**src/rtl/c64_dma_responder.sv**
```systemverilog
// c64_dma_responder: responder side of the toggle req/ack DMA port.
// Each request toggle becomes one C64 expansion-port bus cycle. The block
// asserts /DMA, waits for a usable phi2-high slot with BA high, then drives
// or samples the bus and toggles the ack on the phi2 fall. It also produces
// phi2tick, a one-clk pulse per synchronized phi2 rising edge.
// Optional feature macro: DMA_HOLD_EN keeps /DMA asserted for up to two
// further phi2 falls after a byte, so back-to-back requests skip HALT.
module c64_dma_responder #(
    parameter int SYNC_STAGES  = 2,
    parameter int DATA_DELAY   = 3,
    parameter int SAMPLE_TICKS = 12
) (
    input  logic        clk,
    input  logic        reset_n,
    input  logic [15:0] dma_a,
    input  logic [7:0]  dma_d,
    input  logic        dma_rw,
    input  logic        dma_req,
    output logic        dma_ack,
    output logic [7:0]  dma_q,
    output logic        phi2tick,
    input  logic        phi2,
    input  logic        ba,
    output logic        dma_n,
    output logic [15:0] bus_a,
    output logic        bus_a_oe,
    output logic        bus_rw,
    output logic [7:0]  bus_d,
    output logic        bus_d_oe,
    input  logic [7:0]  bus_d_in
);

    localparam logic [7:0] DATA_DELAY_T   = 8'(DATA_DELAY);
    localparam logic [7:0] SAMPLE_TICKS_T = 8'(SAMPLE_TICKS);

    typedef enum logic [2:0] {
        S_IDLE,
        S_HALT,
        S_WAIT,
        S_CYCLE,
        S_RELEASE
    } state_t;

    // Reset synchronizer: assertion is immediate, release is aligned to clk.
    logic [1:0] rst_sync_q;
    logic       rst_n_int;

    // Internal reset: asynchronous assert, two-flop synchronous deassert.
    always_ff @(posedge clk or negedge reset_n) begin
        if (!reset_n) begin
            rst_sync_q <= 2'b00;
        end else begin
            rst_sync_q <= {rst_sync_q[0], 1'b1};
        end
    end

    assign rst_n_int = rst_sync_q[1];

    // Synchronizers and phi2 edge / tick tracking.
    logic [SYNC_STAGES-1:0] phi2_sync_q;
    logic [SYNC_STAGES-1:0] ba_sync_q;
    logic                   phi2_s;
    logic                   ba_s;
    logic                   phi2_prev_q;
    logic                   rise;
    logic                   fall;
    logic                   phi2tick_q;
    logic [7:0]             tick_q;
    logic [7:0]             tick_d;

    // Bring the asynchronous phi2 and BA into the clk domain.
    always_ff @(posedge clk or negedge rst_n_int) begin
        if (!rst_n_int) begin
            phi2_sync_q <= '0;
            ba_sync_q   <= '0;
        end else begin
            phi2_sync_q <= {phi2_sync_q[SYNC_STAGES-2:0], phi2};
            ba_sync_q   <= {ba_sync_q[SYNC_STAGES-2:0], ba};
        end
    end

    assign phi2_s = phi2_sync_q[SYNC_STAGES-1];
    assign ba_s   = ba_sync_q[SYNC_STAGES-1];
    assign rise   = phi2_s & ~phi2_prev_q;
    assign fall   = ~phi2_s & phi2_prev_q;

    // Tick counter: cleared on rise, counts clks of phi2 high, saturates.
    always_comb begin
        tick_d = tick_q;
        if (rise) begin
            tick_d = 8'h00;
        end else if (phi2_s && (tick_q != 8'hFF)) begin
            tick_d = tick_q + 8'h01;
        end
    end

    // Edge history, phi2tick pulse and tick counter registers.
    always_ff @(posedge clk or negedge rst_n_int) begin
        if (!rst_n_int) begin
            phi2_prev_q <= 1'b0;
            phi2tick_q  <= 1'b0;
            tick_q      <= 8'h00;
        end else begin
            phi2_prev_q <= phi2_s;
            phi2tick_q  <= rise;
            tick_q      <= tick_d;
        end
    end

    // Transfer FSM state and registered bus outputs.
    state_t      state_q, state_d;
    logic [15:0] addr_q, addr_d;
    logic [7:0]  wdata_q, wdata_d;
    logic        rw_q, rw_d;
    logic        sampled_q, sampled_d;
    logic        dma_ack_q, dma_ack_d;
    logic [7:0]  dma_q_q, dma_q_d;
    logic        dma_n_q, dma_n_d;
    logic [15:0] bus_a_q, bus_a_d;
    logic        bus_a_oe_q, bus_a_oe_d;
    logic        bus_rw_q, bus_rw_d;
    logic [7:0]  bus_d_q, bus_d_d;
    logic        bus_d_oe_q, bus_d_oe_d;
    logic        pending;
`ifdef DMA_HOLD_EN
    logic        hold_q, hold_d;
`endif

    // A new request exists whenever the toggles differ.
    assign pending = (dma_req != dma_ack_q);

    // Next-state and output logic of the transfer FSM.
    always_comb begin
        state_d    = state_q;
        addr_d     = addr_q;
        wdata_d    = wdata_q;
        rw_d       = rw_q;
        sampled_d  = sampled_q;
        dma_ack_d  = dma_ack_q;
        dma_q_d    = dma_q_q;
        dma_n_d    = dma_n_q;
        bus_a_d    = bus_a_q;
        bus_a_oe_d = bus_a_oe_q;
        bus_rw_d   = bus_rw_q;
        bus_d_d    = bus_d_q;
        bus_d_oe_d = bus_d_oe_q;
`ifdef DMA_HOLD_EN
        hold_d     = hold_q;
`endif
        case (state_q)
            S_IDLE: begin
                if (pending) begin
                    addr_d  = dma_a;
                    wdata_d = dma_d;
                    rw_d    = dma_rw;
                    dma_n_d = 1'b0;
                    state_d = S_HALT;
                end
            end
            S_HALT: begin
                // The CPU is only known to be halted after a complete fall.
                if (fall) begin
                    state_d = S_WAIT;
                end
            end
            S_WAIT: begin
                // Slots where the VIC owns the bus (BA low) are skipped.
                if (rise && ba_s) begin
                    bus_a_oe_d = 1'b1;
                    bus_a_d    = addr_q;
                    bus_rw_d   = ~rw_q;
                    sampled_d  = 1'b0;
                    if (rw_q) begin
                        bus_d_d    = wdata_q;
                        bus_d_oe_d = (tick_d >= DATA_DELAY_T);
                    end
                    state_d = S_CYCLE;
                end
            end
            S_CYCLE: begin
                if (fall) begin
                    // A short high phase never reached the sample tick.
                    if (!rw_q && !sampled_q) begin
                        dma_q_d = bus_d_in;
                    end
                    bus_a_oe_d = 1'b0;
                    bus_d_oe_d = 1'b0;
                    dma_ack_d  = ~dma_ack_q;
`ifdef DMA_HOLD_EN
                    hold_d     = 1'b0;
`endif
                    state_d    = S_RELEASE;
                end else begin
                    if (rw_q && (tick_d >= DATA_DELAY_T)) begin
                        bus_d_oe_d = 1'b1;
                    end
                    if (!rw_q && !sampled_q && (tick_d == SAMPLE_TICKS_T)) begin
                        dma_q_d   = bus_d_in;
                        sampled_d = 1'b1;
                    end
                end
            end
            S_RELEASE: begin
`ifdef DMA_HOLD_EN
                // Keep /DMA low so a follow-on byte can use the next slot.
                if (pending) begin
                    addr_d  = dma_a;
                    wdata_d = dma_d;
                    rw_d    = dma_rw;
                    state_d = S_WAIT;
                end else if (fall) begin
                    if (hold_q) begin
                        dma_n_d = 1'b1;
                        state_d = S_IDLE;
                    end else begin
                        hold_d = 1'b1;
                    end
                end
`else
                dma_n_d = 1'b1;
                state_d = S_IDLE;
`endif
            end
            default: begin
                state_d = S_IDLE;
            end
        endcase
    end

    // FSM and output registers; reset drops every enable at once.
    always_ff @(posedge clk or negedge rst_n_int) begin
        if (!rst_n_int) begin
            state_q    <= S_IDLE;
            addr_q     <= 16'h0000;
            wdata_q    <= 8'h00;
            rw_q       <= 1'b0;
            sampled_q  <= 1'b0;
            dma_ack_q  <= 1'b0;
            dma_q_q    <= 8'h00;
            dma_n_q    <= 1'b1;
            bus_a_q    <= 16'h0000;
            bus_a_oe_q <= 1'b0;
            bus_rw_q   <= 1'b1;
            bus_d_q    <= 8'h00;
            bus_d_oe_q <= 1'b0;
`ifdef DMA_HOLD_EN
            hold_q     <= 1'b0;
`endif
        end else begin
            state_q    <= state_d;
            addr_q     <= addr_d;
            wdata_q    <= wdata_d;
            rw_q       <= rw_d;
            sampled_q  <= sampled_d;
            dma_ack_q  <= dma_ack_d;
            dma_q_q    <= dma_q_d;
            dma_n_q    <= dma_n_d;
            bus_a_q    <= bus_a_d;
            bus_a_oe_q <= bus_a_oe_d;
            bus_rw_q   <= bus_rw_d;
            bus_d_q    <= bus_d_d;
            bus_d_oe_q <= bus_d_oe_d;
`ifdef DMA_HOLD_EN
            hold_q     <= hold_d;
`endif
        end
    end

    assign dma_ack  = dma_ack_q;
    assign dma_q    = dma_q_q;
    assign phi2tick = phi2tick_q;
    assign dma_n    = dma_n_q;
    assign bus_a    = bus_a_q;
    assign bus_a_oe = bus_a_oe_q;
    assign bus_rw   = bus_rw_q;
    assign bus_d    = bus_d_q;
    assign bus_d_oe = bus_d_oe_q;

endmodule
```
**config.mk**
```make
export PLATFORM = sky130hd
export DESIGN_NAME = c64_dma_responder
export DESIGN_NICKNAME = d
export VERILOG_FILES = /design/src/rtl/c64_dma_responder.sv
export SDC_FILE = /design/constraint.sdc
export NUM_CORES = 1
export LEC_CHECK = 0
export ABC_CLOCK_PERIOD_IN_PS = 2600
export BUFFER_PORTS_ARGS = -buffer_cell sky130_fd_sc_hd__buf_2
export CORE_UTILIZATION = 35
export DETAILED_ROUTE_END_ITERATION = 8
export HOLD_SLACK_MARGIN = 0.02
export SYNTH_ARGS = -nofsm -noshare
export SYNTH_HDL_FRONTEND = slang
export SYNTH_SLANG_ARGS = --single-unit
```
**constraint.sdc**
```tcl
create_clock -name clk -period 2.6 [get_ports clk]
set_input_delay 0.26 -clock clk [delete_from_list [all_inputs] [get_ports clk]]
set_output_delay 0.26 -clock clk [all_outputs]
set_load 0.01 [all_outputs]
```
; Word-level counts from Yosys, hierarchy flattened
; Cells that the tools add are included.
[word_totals]
latchBits = 0
romBits = 0
reg_bits = 82
mem_count = 0
in_bits = 38
ram_bits = 0
[op_classes]
shifts = 0
add_sub_neg = 1
eq_ne = 16
bitwise = 6
n_mux = 24
reduce_logical = 21
n_div = 0
n_lt_le_gt_ge = 1
mul = 0
[op_table]
columns = op, count
row1 = $mux W8, 5
row2 = $ne A2 B2 Y1 const B, 7
row3 = $mux W3, 4
row4 = $pmux W3 S4, 1
row5 = $reduce_and A4 Y1, 3
row6 = $mux W1, 10
row7 = $reduce_and A3 Y1, 3
row8 = $add A8 B1 Y8 const B, 1
row9 = $eq A8 B4 Y1 const B, 1
row10 = $ge A8 B2 Y1 const B, 1
row11 = $ne A8 B8 Y1 const B, 1
row12 = $pmux W1 S2, 4
row13 = $reduce_and A2 Y1, 4
row14 = $eq A3 B2 Y1 const B, 2
row15 = $reduce_bool A2 Y1, 3
row16 = $logic_and A1 B1 Y1, 5
row17 = $not A1 Y1, 4
row18 = $eq A3 B1 Y1 const B, 1
row19 = $eq A3 B3 Y1 const B, 1
row20 = $logic_not A3 Y1, 1
row21 = $ne A3 B3 Y1 const B, 1
row22 = $and A1 B1 Y1, 2
row23 = $logic_not A1 Y1, 2
row24 = $ne A2 B1 Y1 const B, 1
row25 = $ne A1 B1 Y1, 1

; Logic depth before layout (Yosys ltp)
[logic_depth]
ltp_word = 9
depth_mapped = 8
depth_no_buf = 7

; Least setup slack after synthesis
; Ideal clock, no wire load.
[synth_timing]
kind = flip-flop to flip-flop
start = register phi2_sync_q[1]
end = register dma_q_q[0], in the netlist dma_q[0]
setup_ps = 125
t_arrival_ps = 2334
period_less_slack_ps = 2459
setup_slack_ps = 141
stages_incl_launch_ff = 8
required_time_ps = 2475
cell_sequence = dfrtp_1 > buf_2 > nor2b_1 > buf_2 > or3_1 > or4b_4 > o21ai_4 > mux2_2
[synth_lines]
columns = item, line_no
row1 = start: declaration, 60  ; logic [SYNC_STAGES-1:0] phi2_sync_q;
row2 = start signal: assignment, 77  ; phi2_sync_q <= {phi2_sync_q[SYNC_STAGES-2:0], phi2};
row3 = $and A1 B1 Y1, 84  ; assign rise = phi2_s & ~phi2_prev_q;
row4 = named net rise, 65  ; logic rise;
row5 = $mux W8, 90  ; if (rise) begin
row6 = $eq A8 B4 Y1, 197  ; if (!rw_q && !sampled_q && (tick_d == SAMPLE_TICKS_T)) begin
row7 = $logic_and A1 B1 Y1, 197
row8 = $reduce_bool A2 Y1 (no source line), --
row9 = $reduce_and A3 Y1 (no source line), --
row10 = end signal: assignment, 256  ; dma_q_q <= dma_q_d;
row11 = end: declaration, 117  ; logic [7:0] dma_q_q, dma_q_d;
; The timed path passes the listed nets, and every way through them passes these cells.
; A chain may end at the register's enable or synchronous reset.

; Worst setup path in the final report
[layout_timing]
start = register tick_q[0]
end = register dma_q_q[2], in the netlist dma_q[2]
[layout_between]
elab_chain_len = 8
[layout_rtl]
columns = item, line_no
row1 = start: declaration, 68  ; logic [7:0] tick_q;
row2 = start signal: assignment, 106  ; tick_q <= tick_d;
row3 = "parallel branches: the longest is 2 deep, another holds $add A8 B1 Y8", --
row4 = $mux W8 (*), 92  ; end else if (phi2_s && (tick_q != 8'hFF)) begin
row5 = $mux W8 (*), 90
row6 = $eq A8 B4 Y1 (*), 197
row7 = $logic_and A1 B1 Y1 (*), 197
row8 = $reduce_bool A2 Y1 (no source line) (*), --
row9 = $reduce_and A3 Y1 (no source line) (*), --
; Mark *: on every way between the ends.

==> flow_metrics.py <==
metrics = {
    "hold_path": {
        "whs_endpoint": "wdata_q[7]$_DFFE_PN0P_",
        "hold_path_class": "in -> reg",
        "hold_start": "dma_d[7]",
        "hold_depth": 2,
    },
    "grt": {
        "antenna_found_initial": 0,
        "grt_overflow": 0,
        "grt_max_degree": 81,
        "first_global_vias": 2295,
        "grtUsageTotal_pct": 14.5,
        "grt_first_pass_wirelength_mm": 10.9,
    },
    "power": {
        "ir_worst_vdd_mv": 0.427,
        "comb_power_share_pct": 26.5,
        "power.density_nw_per_um2": 1040,
        "power_switching_mw": 1.22,
        "p_seq_share_pct": 47.4,
        "p_clk_share_pct": 26.0,
        "intPower_mw": 3.05,
        "sw_frac_of_total_pct": 28.6,
        "p_leak_nw": 2.05,
    },
    "clocking": {
        "clock_tree.buffer_depth": 2,
        "cts_tree": "done",
        "worstSkewPairLatency_ns": 0.35,
        "cts_buffers": 9,
        "clk_pin_slew_worst_paths_ns": 0.08,
        "htreeDepth": 3,
        "cts-root-buf": "clkbuf_8",
        "cts_sinks": 82,
    },
    "worst_setup_path": {
        "reg2reg_slack_ns": 0.11,
        "rr_worst_depth": 8,
        "path_class": "reg -> reg",
        "crit_fanout": 5,
        "arrival_ns": 2.72,
        "crit_buf_inv": 1,
        "start_kind": "register",
        "cp.required_ns": 2.83,
        "slowest_delay_ns": 0.57,
        "crit_chain": "ha_2 -> nand3_2 -> a31oi_1 -> or3_4 -> or4b_4 -> o21ai_4 -> buf_4 -> mux2_2",
        "r2r-end": "dma_q[2]$_DFFE_PN0P_",
        "r2r_start": "tick_q[0]$_DFF_PN0_",
        "end_kind": "register",
        "crit_family": "simple AND/OR/NAND/NOR gates",
        "crit_slowest_cell": "or4b_4",
    },
    "job": {
        "drv_cap": 0,
    },
    "route": {
        "wl_met3_um": 247,
        "met1_length_mm": 2.78,
        "met2_length_mm": 3.21,
        "first_iter_violations": 109,
        "first_pass_iters": 6,
        "top_layer": "met4",
        "routed_wl_mm": 6.31,
        "drc_errors": 0,
        "viasPerCell": 4.85,
        "vias": 2260,
        "ant_nets": 0,
        "post_drt_wl_per_cell_um": 13.5,
    },
    "cells_and_area": {
        "most-common-layout-cells": "dfrtp_1, buf_2, nand2_1",
        "finalNonFillerCells": 466,
        "antenna_cells": 0,
        "layout-drive-gt1-share_pct": 43.6,
        "fillers": 830,
        "syn_to_final_growth_pct": 26.3,
        "nets": 392,
        "stdcell_area_um2": 4120,
        "final_common_cell": "dfrtp_1",
    },
    "logic_synthesis": {
        "synth_edf_count": 0,
        "yosysTopAreaCell": "dfrtp_1",
        "synth_ff_type": "dfrtp_1",
        "synth_area_um2": 3260,
        "synthTopCellsByArea": "dfrtp_1, mux2_2, nand2_1, dfstp_2, a31oi_1",
        "avgSynthCellArea_um2": 12.3,
        "synth-seq-cells": 82,
        "synthArstFlopShare_pct": 100,
        "postSynthCellCount": 265,
        "yosys_warnings": 0,
        "seq_area_frac_synth_pct": 63.1,
        "synth_cell_types": 45,
        "netlist.area_leader.share_pct": 61.4,
        "syn_nets": 304,
    },
    "timing": {
        "rsz0062_at_grt": "no",
        "hold_ws_ns": 0.140,
        "tightest_slew_ns": 0.995,
        "post-route-min-period_ns": 2.49,
        "fin_ws_ns": 0.115,
        "finalSetupViolations": 0,
        "slew_violations": 0,
        "clock_skew_ns": 0.00885,
        "finalHoldViolCount": 0,
        "fin_crit_sh_pct": 95.6,
        "fmax_ghz": 0.402,
        "maxSlewHeadroom_pct": 33.7,
        "tns_ns": 0,
    },
    "die": {
        "start_util_pct": 36.8,
        "die_y_um": 98.5,
        "core_area_um2": 8850,
        "row_count": 34,
        "ioPinCount": 76,
        "die_w_um": 98.5,
        "die_area_um2": 9700,
    },
    "placement": {
        "dpl-instance-area_um2": 3790,
        "place_congestion": 0.790,
        "post-place-ws_ns": -0.0749,
        "port_buffers": 75,
        "dpl.hpwl_mm": 4.27,
        "placedCellCount": 445,
    },
    "status": {
        "status": "completed",
    },
}
## repair_timing
action / 4_1_cts / 5_1_grt
hold endpoints to repair: 4 / 0
pin swaps: 1 / 0
hold buffers: 3 / 0
endpoints found under the setup margin: 8 / 9
setup buffers: 2 / 0
gates resized for setup: 0 / 10
## sequential cells by signal, indices dropped and copies added, names as in the netlist, 2 cells and up
name         flops
addr_q          16
ba_sync_q        2
bus_a           16
bus_d            8
dma_q            8
phi2_sync_q      2
rst_sync_q       2
state_q          3
tick_q           8
wdata_q          8
## worst register-to-register path: stages, from the launching register on
cell and delay, ns:
dfrtp_1 0.40, ha_2 0.22, nand3_2 0.11, a31oi_1 0.05
or3_4 0.39, or4b_4 0.57, o21ai_4 0.16, buf_4 0.15
mux2_2 0.32
## worst max-delay path by stage
stage	endpoint	start	cells after the start	slack [ns]
2_1_floorplan	dma_q[0]$_DFFE_PN0P_	phi2_sync_q[1]$_DFF_PN0_	7	0.14
3_3_place_gp	dma_q[3]$_DFFE_PN0P_	tick_q[0]$_DFF_PN0_	7	0.04
3_5_place_dp	dma_q[5]$_DFFE_PN0P_	tick_q[0]$_DFF_PN0_	7	-0.07
4_1_cts	dma_q[2]$_DFFE_PN0P_	tick_q[0]$_DFF_PN0_	8	0.0007
5_1_grt	dma_q[2]$_DFFE_PN0P_	tick_q[0]$_DFF_PN0_	8	0.007
6_report	dma_q[2]$_DFFE_PN0P_	tick_q[0]$_DFF_PN0_	8	0.11
## power by group through the flow
stage	Sequential [mW]	Clock (mW)	Combinational, mW
finish	2.02	1.11	1.13
global route	2.11	1.19	1.26
CTS	2.03	1.15	1.16
detailed placement	2.06	0	1.15
global placement	2.04	0	1.12
floorplan	2.13	0	0.631
## kinds of logic (layout without fill, tap and decap cells)
group                    after synthesis  count (layout)  share of synthesized area, %
other                                  1               1                         0.115
adder cells (fa/ha/maj)                1               1                         0.384
AO/OA/AOI/OAI                         28              28                          6.07
AND/OR/NAND/NOR                       91              91                          12.9
XOR/XNOR                               3               3                         0.807
buffers and inverters                 17             110                          2.15
flip-flops                            82              82                          63.1
multiplexers                          42              42                          14.5
## cell type report
class	instances	area [um2]	share of cell area (%)
Sequential cell	82	2060	50.0
Multi-Input combinational cell	166	1170	28.4
Timing Repair Buffer	89	488	11.9
Clock buffer	12	145	3.53
Tap cell	108	135	3.28
Clock inverter	4	98.8	2.40
Inverter	5	18.8	0.456
## through the flow
stage | util (%) | power, mW
after global routing | 46.5 | 4.56
after global placement | 42.8 | 3.15
after CTS | 46.1 | 4.34
final | 46.5 | 4.27
after floorplan | - | 2.76
after detailed placement | 42.8 | 3.20
## per-layer routing
layer	up-vias	GRT usage, %
li1	1084	-
met1	1120	18.1
met2	49	24.0
met3	7	3.62
met4	0	6.31
met5	-	0
## cells in the mapped netlist (5+ instances only)
cell and count:
nand3_1 5, clkbuf_1 5, nand2_1 57, mux2_2 41, o21ai_0 5, nor2_1 6, dfrtp_1 80
Note: power is estimated with default switching activity, not from simulation.
